===== src/rtl/uart_tx_485_if.sv =====
// Byte-stream handshake between the NAND read-control stage and the UART/RS-485 transmitter.
// master = upstream byte source, slave = transmitter.
interface uart_tx_485_if;
    logic [7:0] data;
    logic       data_fin;
    logic       tx;
    logic       de;
    logic       transfer_fin;
    logic       busy;
    logic       overrun;

    modport master (
        output data, data_fin,
        input  tx, de, transfer_fin, busy, overrun
    );

    modport slave (
        input  data, data_fin,
        output tx, de, transfer_fin, busy, overrun
    );
endinterface


===== src/rtl/uart_tx_485.sv =====
// Byte-serial UART transmitter with RS-485 driver-enable control, a one-entry holding
// buffer for back-to-back bytes, and a fixed-width byte-sent pulse.
module uart_tx_485 #(
    parameter int unsigned CLK_DIV   = 833,
    parameter int unsigned PARITY    = 0,
    parameter int unsigned STOP_BITS = 1,
    parameter int unsigned FIN_W     = 4,
    parameter int unsigned DE_TAIL   = 8
) (
    input  logic           clk,
    input  logic           rst,
    uart_tx_485_if.slave   bus
);

    typedef enum logic [2:0] {
        S_IDLE,
        S_START,
        S_DATA,
        S_PAR,
        S_STOP,
        S_TAIL
    } state_t;

    localparam logic [15:0] BIT_RELOAD  = 16'(CLK_DIV - 1);
    localparam logic [15:0] TAIL_RELOAD = 16'(DE_TAIL - 1);
    localparam logic [2:0]  STOP_LAST   = 3'(STOP_BITS - 1);
    localparam logic [3:0]  FIN_LOAD    = 4'(FIN_W);

    state_t      r_state;
    state_t      w_state_nxt;
    logic        r_fin_d;
    logic [15:0] r_cnt;
    logic [2:0]  r_idx;
    logic [7:0]  r_shift;
    logic [7:0]  r_buf;
    logic        r_buf_full;
    logic        r_overrun;
    logic [3:0]  r_fin_cnt;

    logic        w_req;
    logic        w_bit_end;
    logic        w_stop_end;
    logic        w_unload;
    logic        w_direct;
    logic        w_to_buf;
    logic        w_drop;
    logic        w_cnt_ld;
    logic [15:0] w_cnt_val;
    logic        w_idx_clr;
    logic        w_idx_inc;
    logic        w_tx;
    logic        w_de;

    assign w_req      = bus.data_fin & ~r_fin_d;
    assign w_bit_end  = (r_cnt == 16'd0);
    assign w_stop_end = (r_state == S_STOP) && w_bit_end && (r_idx == STOP_LAST);
    assign w_unload   = w_stop_end && r_buf_full;

    // A byte arriving in the last stop cycle with nothing queued is sent straight away.
    assign w_direct = w_req && ((r_state == S_IDLE) || (r_state == S_TAIL) ||
                                (w_stop_end && !r_buf_full));
    assign w_to_buf = w_req && !w_direct && (!r_buf_full || w_unload);
    assign w_drop   = w_req && !w_direct && r_buf_full && !w_unload;

    always_ff @(posedge clk or posedge rst) begin
        if (rst) begin
            r_state <= S_IDLE;
        end else begin
            r_state <= w_state_nxt;
        end
    end

    always_comb begin
        w_state_nxt = r_state;
        w_cnt_ld    = 1'b0;
        w_cnt_val   = BIT_RELOAD;
        w_idx_clr   = 1'b0;
        w_idx_inc   = 1'b0;
        w_tx        = 1'b1;
        w_de        = 1'b1;
        unique case (r_state)
            S_IDLE: begin
                w_de = 1'b0;
                if (w_req) begin
                    w_state_nxt = S_START;
                    w_cnt_ld    = 1'b1;
                end
            end
            S_START: begin
                w_tx = 1'b0;
                if (w_bit_end) begin
                    w_state_nxt = S_DATA;
                    w_cnt_ld    = 1'b1;
                    w_idx_clr   = 1'b1;
                end
            end
            S_DATA: begin
                w_tx = r_shift[r_idx];
                if (w_bit_end) begin
                    w_cnt_ld = 1'b1;
                    if (r_idx == 3'd7) begin
                        w_state_nxt = (PARITY != 0) ? S_PAR : S_STOP;
                        w_idx_clr   = 1'b1;
                    end else begin
                        w_idx_inc = 1'b1;
                    end
                end
            end
            S_PAR: begin
                w_tx = (PARITY == 1) ? ~^r_shift : ^r_shift;
                if (w_bit_end) begin
                    w_state_nxt = S_STOP;
                    w_cnt_ld    = 1'b1;
                end
            end
            S_STOP: begin
                if (w_bit_end) begin
                    if (r_idx != STOP_LAST) begin
                        w_cnt_ld  = 1'b1;
                        w_idx_inc = 1'b1;
                    end else if (r_buf_full || w_req) begin
                        w_state_nxt = S_START;
                        w_cnt_ld    = 1'b1;
                    end else if (DE_TAIL == 0) begin
                        w_state_nxt = S_IDLE;
                    end else begin
                        w_state_nxt = S_TAIL;
                        w_cnt_ld    = 1'b1;
                        w_cnt_val   = TAIL_RELOAD;
                    end
                end
            end
            S_TAIL: begin
                if (w_req) begin
                    w_state_nxt = S_START;
                    w_cnt_ld    = 1'b1;
                end else if (w_bit_end) begin
                    w_state_nxt = S_IDLE;
                end
            end
            default: w_state_nxt = S_IDLE;
        endcase
    end

    // Control state: bit timer, bit index, holding-buffer flag, flags and pulse counter.
    always_ff @(posedge clk or posedge rst) begin
        if (rst) begin
            r_fin_d    <= 1'b0;
            r_cnt      <= 16'd0;
            r_idx      <= 3'd0;
            r_buf_full <= 1'b0;
            r_overrun  <= 1'b0;
            r_fin_cnt  <= 4'd0;
        end else begin
            r_fin_d <= bus.data_fin;

            if (w_cnt_ld) begin
                r_cnt <= w_cnt_val;
            end else if (r_cnt != 16'd0) begin
                r_cnt <= r_cnt - 16'd1;
            end

            if (w_idx_clr) begin
                r_idx <= 3'd0;
            end else if (w_idx_inc) begin
                r_idx <= r_idx + 3'd1;
            end

            if (w_to_buf) begin
                r_buf_full <= 1'b1;
            end else if (w_unload) begin
                r_buf_full <= 1'b0;
            end

            if (w_drop) begin
                r_overrun <= 1'b1;
            end

            // The pulse is never stretched or retriggered by a completion while it is active.
            if (w_stop_end && (r_fin_cnt == 4'd0)) begin
                r_fin_cnt <= FIN_LOAD;
            end else if (r_fin_cnt != 4'd0) begin
                r_fin_cnt <= r_fin_cnt - 4'd1;
            end
        end
    end

    always_ff @(posedge clk) begin
        if (w_direct) begin
            r_shift <= bus.data;
        end else if (w_unload) begin
            r_shift <= r_buf;
        end
        if (w_to_buf) begin
            r_buf <= bus.data;
        end
    end

    assign bus.tx           = w_tx;
    assign bus.de           = w_de;
    assign bus.transfer_fin = (r_fin_cnt != 4'd0);
    assign bus.busy         = ((r_state != S_IDLE) && (r_state != S_TAIL)) || r_buf_full;
    assign bus.overrun      = r_overrun;

endmodule


===== src/flat_wrapper.sv =====
// flat-port wrapper written by rule: the top's interface ports become plain ports
module uart_tx_485_flat 
#(
    parameter int unsigned CLK_DIV   = 833,
    parameter int unsigned PARITY    = 0,
    parameter int unsigned STOP_BITS = 1,
    parameter int unsigned FIN_W     = 4,
    parameter int unsigned DE_TAIL   = 8
)
  (clk, rst, bus_data, bus_data_fin, bus_tx, bus_de, bus_transfer_fin, bus_busy, bus_overrun);
  uart_tx_485_if bus_i ();
  input  logic clk;
  input  logic rst;
  input wire logic [$bits(bus_i.data)-1:0] bus_data;
  input wire logic [$bits(bus_i.data_fin)-1:0] bus_data_fin;
  output wire logic [$bits(bus_i.tx)-1:0] bus_tx;
  output wire logic [$bits(bus_i.de)-1:0] bus_de;
  output wire logic [$bits(bus_i.transfer_fin)-1:0] bus_transfer_fin;
  output wire logic [$bits(bus_i.busy)-1:0] bus_busy;
  output wire logic [$bits(bus_i.overrun)-1:0] bus_overrun;
  assign bus_i.data = bus_data;
  assign bus_i.data_fin = bus_data_fin;
  assign bus_tx = bus_i.tx;
  assign bus_de = bus_i.de;
  assign bus_transfer_fin = bus_i.transfer_fin;
  assign bus_busy = bus_i.busy;
  assign bus_overrun = bus_i.overrun;
  uart_tx_485 #(.CLK_DIV(CLK_DIV), .PARITY(PARITY), .STOP_BITS(STOP_BITS), .FIN_W(FIN_W), .DE_TAIL(DE_TAIL)) u_core (.clk(clk), .rst(rst), .bus(bus_i));
endmodule

===== config.mk =====
export PLATFORM = sky130hd
export DESIGN_NAME = uart_tx_485_flat
export DESIGN_NICKNAME = d
export VERILOG_FILES = /design/src/rtl/uart_tx_485_if.sv /design/src/rtl/uart_tx_485.sv /design/src/flat_wrapper.sv
export SDC_FILE = /design/constraint.sdc
export NUM_CORES = 1
export LEC_CHECK = 0
export ABC_AREA = 1
export BUFFER_PORTS_ARGS = -buffer_cell sky130_fd_sc_hd__buf_2
export CAP_MARGIN = 10
export CORE_MARGIN = 3
export CORE_UTILIZATION = 23
export CTS_BUF_LIST = sky130_fd_sc_hd__clkbuf_8
export DETAILED_ROUTE_END_ITERATION = 12
export PLACE_DENSITY = 0.36
export SETUP_SLACK_MARGIN = 0.1
export SLEW_MARGIN = 20
export SYNTH_ARGS = -nofsm -noshare
export SYNTH_HDL_FRONTEND = slang
export SYNTH_SLANG_ARGS = --single-unit

===== constraint.sdc =====
create_clock -name clk -period 2.9 [get_ports clk]
set_clock_uncertainty 0.1 [all_clocks]
set_input_delay 0.29 -clock clk [delete_from_list [all_inputs] [get_ports clk]]
set_output_delay 0.29 -clock clk [all_outputs]
set_load 0.1 [all_outputs]

==> Word level (Yosys, flattened, before mapping) <==
Cells that the tools add are included.
{ "totals": {"reg_bits": 45, "inputBits": 11, "output_inout_bits": 5, "elab_cells": 106} }
{ "classes": {"add_sub_neg": 3, "magnitude_cmp": 1, "eq_ne": 15, "n_mux": 40, "n_bitwise": 2, "reduce_logical": 36} }
{ "op_table": {"columns": ["cell", "count"], "rows": [
  ["16-bit 2-to-1 mux", 5],
  ["3-bit 2-to-1 mux", 12],
  ["3-bit one-hot mux with 6 select lines", 1],
  ["16-bit logical NOT", 1],
  ["8-bit 2-to-1 mux", 2],
  ["16-bit nonzero test", 1],
  ["16-bit by 1-bit subtractor with 16-bit output, second input constant", 1],
  ["1-bit 2-to-1 mux", 12],
  ["2-bit by 1-bit inequality test with 1-bit output, second input constant", 6],
  ["1-bit logical AND", 11],
  ["10-bit 2-to-1 mux", 1],
  ["2-bit nonzero test", 5],
  ["3-bit equality test, second input constant", 3],
  ["4-bit 2-to-1 mux", 2],
  ["8-bit AND reduction", 1],
  ["8-bit parity", 1],
  ["3-bit by 2-bit equality test with 1-bit output, second input constant", 2],
  ["3-bit logical NOT", 2],
  ["1-bit one-hot mux with 2 select lines", 3],
  ["3-bit nonzero test", 2],
  ["1-bit logical OR", 5],
  ["4-bit logical NOT", 1],
  ["3-bit by 4-bit less-than comparator with 1-bit output, second input constant", 1],
  ["4-bit nonzero test", 1],
  ["13 further kinds", 15]
]} }

==> Longest topological paths before layout <==
{ "logic_depth": {"word_depth": 10, "ltp_mapped": 11, "mapped_depth_nobuf": 11} }

==> Worst setup path after synthesis <==
No wires, ideal clock.
{ "synth_path": {"kind": "reg2reg", "start": "register u_core.r_state[2]", "end": "register u_core.r_buf[0] (enable)", "setup_time_ns": 0.375, "t_arrival_ns": 2.108, "required_time_ns": 2.425, "setup_slack_ns": 0.316, "path_stages_with_launch": 7, "n_path_buf": 0, "synth_period_minus_slack_ns": 2.584, "path_cell_list": "dfrtp_1 -> inv_2 -> nand2_1 -> o21ai_2 -> inv_2 -> nand3_1 -> a21oi_1"} }
{ "synth_between": {"elab_chain_cells": 9, "elab_cells_between_ends": 14, "cone_classes": "2 x eq/ne; 12 x reduce/logical"} }
{ "synth_lines": {"columns": ["element", "line", "rtl"], "rows": [
  ["from (decl)", "uart_tx_485.sv:29", "state_t r_state;"],
  ["from (signal assigned)", "uart_tx_485.sv:69", "r_state <= w_state_nxt;"],
  ["3-bit equality test", "uart_tx_485.sv:56", "assign w_stop_end = (r_state == S_STOP) && w_bit_end && (r_idx == STOP_LAST);"],
  ["1-bit logical AND (2 in series)", "uart_tx_485.sv:56", null],
  ["1-bit logical AND", "uart_tx_485.sv:61", "(w_stop_end && !r_buf_full));"],
  ["1-bit logical OR", "uart_tx_485.sv:60", "assign w_direct = w_req && ((r_state == S_IDLE) || (r_state == S_TAIL) ||"],
  ["1-bit logical AND", "uart_tx_485.sv:60", null],
  ["1-bit logical NOT", "uart_tx_485.sv:62", "assign w_to_buf = w_req && !w_direct && (!r_buf_full || w_unload);"],
  ["1-bit logical AND", "uart_tx_485.sv:62", null],
  ["1-bit logical AND (*)", "uart_tx_485.sv:62", null],
  ["named net u_core.w_to_buf", "uart_tx_485.sv:45", "logic w_to_buf;"],
  ["to (signal assigned)", "uart_tx_485.sv:195", "r_buf <= bus.data;"],
  ["to (decl)", "uart_tx_485.sv:35", "logic [7:0] r_buf;"]
]} }
The timed path passes the listed nets; every way through them passes the cells marked *.
A chain may end at the register's enable or synchronous reset.

==> Final worst setup path <==
{ "layout_path": {"start": "register u_core.r_cnt[0]", "end": "register u_core.r_shift[5] (enable)"} }
{ "layout_between": {"elab_chain_cells": 7, "elab_cells_between_ends": 8, "cone_classes": "8 x reduce/logical"} }
{ "layout_lines": {"columns": ["element", "line", "rtl"], "rows": [
  ["from (decl)", "uart_tx_485.sv:32", "logic [15:0] r_cnt;"],
  ["from (signal assigned)", "uart_tx_485.sv:158", "r_cnt <= w_cnt_val;"],
  ["from (signal assigned)", "uart_tx_485.sv:160", "r_cnt <= r_cnt - 16'd1;"],
  ["16-bit logical NOT (*)", "uart_tx_485.sv:55", "assign w_bit_end = (r_cnt == 16'd0);"],
  ["1-bit logical AND (*) (2 in series)", "uart_tx_485.sv:56", null],
  ["1-bit logical AND", "uart_tx_485.sv:61", null],
  ["1-bit logical OR", "uart_tx_485.sv:60", null],
  ["1-bit logical AND", "uart_tx_485.sv:60", null],
  ["2-bit nonzero test (no line) (*)", null, null],
  ["to (signal assigned)", "uart_tx_485.sv:190", "r_shift <= bus.data;"],
  ["to (signal assigned)", "uart_tx_485.sv:192", "r_shift <= r_buf;"],
  ["to (decl)", "uart_tx_485.sv:34", "logic [7:0] r_shift;"]
]} }
Every way passes the cells marked *; elsewhere a longest branch is shown, timed or not.

==> summary.txt <==
Run status
  – Status: finished clean

Critical path
  – Crit path DAT: 2230 ps
  – Crit path max-delay family: simple AND/OR/NAND/NOR gates
  – Required time of the critical path: 2730 ps
  – Kind of critical path: reg -> reg
  – Max stage delay on crit path: 420 ps
  – CP Max Fanout: 9
  – Crit path buffers/inverters: 1
  – Worst path cell trace: inv_1 > ha_1 > nand2_4 > nor2_4 > nand2_4 > nor2_2 > nand3_2 > nand2_4 > nand2_4 > o21ai_1
  – CP endpoint kind: register
  – Critical path startpoint category: register
  – CP max stage cell: dfrtp_1
  – Worst path most repeated cell: nand2_4

Clock network
  – CTS tree: yes
  – CTS sink cnt: 45
  – Num CTS Buffers: 5
  – Post-cts gate resize count: 0
  – Clk_lat worst skew: 300 ps
  – H-tree levels: 2
  – Post-CTS Setup Inserts: 0
  – Clock transition at path regs: 90 ps
  – Hold Buf Count CTS: 2
  – CTS Buffer Depth: 2
  – CTS Root Cell: clkbuf_8

Die
  – Chip height: 111.1 um
  – Die area: 12,330 um^2
  – Cell row count: 37
  – Core ar.: 10,510 um^2
  – Die Width: 111.1 um
  – Starting Density: 0.2416
  – I/O pin cnt: 16

Yosys
  – Share of flip-flops with an asynchronous set or reset: 0.6444
  – Most frequent cell after synthesis: nand2_1
  – Post-synthesis compound-gate area fraction: 0.07196
  – Post-Synth XOR/XNOR Area: 0.06555
  – Post-synthesis cell type count: 33
  – Top FF cell, synth: dfrtp_1
  – Leading cell types by total area after synthesis: dfrtp_1 (29%), edfxtp_1 (19%), nand2_1 (9.5%), inv_1 (5.0%), nor2_1 (4.6%)
  – Cell count after synthesis: 296
  – Top-area cell type share of the netlist area: 0.2859
  – Syn_area_per_cell: 8.577 um^2
  – Sequential fraction of the synthesis area: 0.4751
  – Synthesized net count: 313
  – Post-synth EDFFs: 16
  – Largest family of logic cells by synthesized area: simple AND/OR/NAND/NOR gates
  – Adder-Cell Fraction of Synth Area: 0.02957
  – Post-synthesis mux area share: 0
  – Synth Register Bits: 45
  – Commonest cells post-synth: nand2_1 (64), inv_1 (34), nor2_1 (31), dfrtp_1 (29), nand3_1 (20)
  – Post-Syn Area: 2539 um^2
  – Synth Warn #: 0
  – Synth area leader: dfrtp_1
  – Simple-Gate Fraction of Synth Area: 0.2942

Final layout
  – Inserted Diodes: 0
  – Nets: 338
  – Share of cells above drive strength 1: 0.1770
  – Design Area, Final: 2899 um^2
  – Area delta synth->final: 14.19%
  – Filler cells: 1,122

Detailed routing
  – Vias: 1,877
  – Post-detailed-routing wire length: 5271 um
  – Drt first pass iters: 4
  – Final ANT Viol Nets: 0
  – Number of DRC markers in iteration 0: 60
  – Routed wire per std cell: 11.51 um
  – DRC Markers: 0
  – Via/cell ratio: 4.098

Power and ir drop
  – Pwr dens: 916.6 nW/um^2
  – VDD IR max: 0.4340 mV
  – Static leakage: 1.357 nW
  – Total power: 2.657 mW

Timing
  – Max-slew violation count: 0
  – Slew @ Worst Pin: 638.8 ps
  – Hold Vio Cnt, Final: 0
  – # setup viols final: 0
  – RSZ-0062 raised after global routing: false
  – Min Tclk post-route: 2399 ps
  – Final period util: 0.8272
  – Fmax: 416.9 MHz
  – Setup TNS: 0 ps
  – Slew headroom: 0.5713

GRT
  – Vias in the first global route: 1,903
  – Initial antenna violation count: 0
  – Largest net degree at the start of global routing: 30
  – GRT Residual Overflow: 0
  – All-Layer GR Usage: 0.08900
  – First-pass GRT wire length: 9108 um

Placed design
  – Placed Area: 2791 um^2
  – Hpwl dp: 3999 um
  – Gpl congestion: 0.7619
  – Buffers on Ports: 15

Min path
  – Tightest Hold Check Type: in -> reg

Run
  – Max-cap violations: 0
layout make-up:
cell class / instances / area [um^2] / area share
flip-flops and latches: 45 / 1206 / 0.4161
multi-input cells: 210 / 1171 / 0.4040
well taps: 136 / 170.2 / 0.05870
inverters: 39 / 146.4 / 0.05050
repair buffers: 20 / 117.6 / 0.04057
clock buffers: 5 / 68.82 / 0.02374
clock inverters: 3 / 18.77 / 0.006474
metrics by stage:
| stage | setup slack, ps | util | std cells | hold WS, ps |
|---|---|---|---|---|
| 3_5_place_dp | 480.7 | 0.2656 | 448 | 305.5 |
| 3_3_place_gp | 519.7 | 0.2656 | 448 | 301.8 |
| 5_1_grt | 245.3 | 0.2759 | 458 | 75.99 |
| 6_report | 501.2 | 0.2759 | 458 | 86.48 |
| 2_1_floorplan | 316.3 | - | 296 | 221.4 |
| 4_1_cts | 463.1 | 0.2759 | 458 | 73.31 |
final timing paths:
check | startpoint | end | slack [ps] | cells past startpoint
max in group asynchronous | rst | u_core.r_idx[1] | 1890 | 4
worst min-delay path | bus_data[4] | u_core.r_buf[4] | 90 | 1
worst min register to register | u_core.bus.overrun | u_core.bus.overrun | 370 | 2
worst max register to register | u_core.r_cnt[0] | u_core.r_shift[5] | 500 | 10
worst max-delay path | u_core.r_cnt[0] | u_core.r_shift[5] | 500 | 10
min in group asynchronous | rst | u_core.r_buf_full | 510 | 4
where the power goes:
group	switching [mW]	leakage (nW)	total [mW]	internal, mW
sequential	0.161	0.508	0.994	0.832
clock	0.223	0.0416	0.389	0.167
combinational	0.861	0.808	1.27	0.414
sequential cells by signal, indices dropped and copies added (netlist names):
register / flops
u_core.r_buf_full: 1
u_core.bus.overrun: 1
u_core.r_idx: 3
u_core.r_fin_cnt: 4
u_core.r_state: 3
u_core.r_buf: 8
u_core.r_fin_d: 1
u_core.r_shift: 8
u_core.r_cnt: 16
cell usage in the layout, fill, tap and decap left out, types with 2 or more instances in the layout:
cell type / count
inv_1: 35
inv_2: 5
nand2_1: 64
nor2_4: 3
o211ai_1: 2
nand2_2: 4
dlygate4sd3_1: 2
nor3_1: 9
nand2_4: 4
a21oi_1: 6
or2_2: 2
o22ai_1: 2
buf_4: 3
o21ai_0: 11
o21ai_2: 2
xnor2_1: 7
nand4_1: 5
nor2_1: 31
nand3_1: 20
edfxtp_1: 16
nand3b_1: 2
buf_2: 15
dfrtp_1: 29
nor2_2: 7
clkbuf_8: 5
clkinvlp_4: 2
xor2_1: 12
ha_1: 6
o21ai_1: 4
cells by family (layout without fill, tap and decap cells):
group	after synthesis	count (layout)
AND/OR/NAND/NOR	155	155
buffers and inverters	41	67
adder cells (fa/ha/maj)	6	6
flip-flops	45	45
XOR/XNOR	19	19
AO/OA/AOI/OAI	30	30
routing by layer:
| layer | track usage | up-vias | share of wire |
|---|---|---|---|
| li1 | - | 1004 | - |
| met1 | 0.1272 | 856 | 0.54 |
| met2 | 0.1375 | 15 | 0.43 |
| met3 | 0.01365 | 2 | 0.016 |
| met4 | 0.02920 | 0 | 0.010 |
| met5 | 0 | - | 0 |
Note: power is estimated with default switching activity, not from simulation.
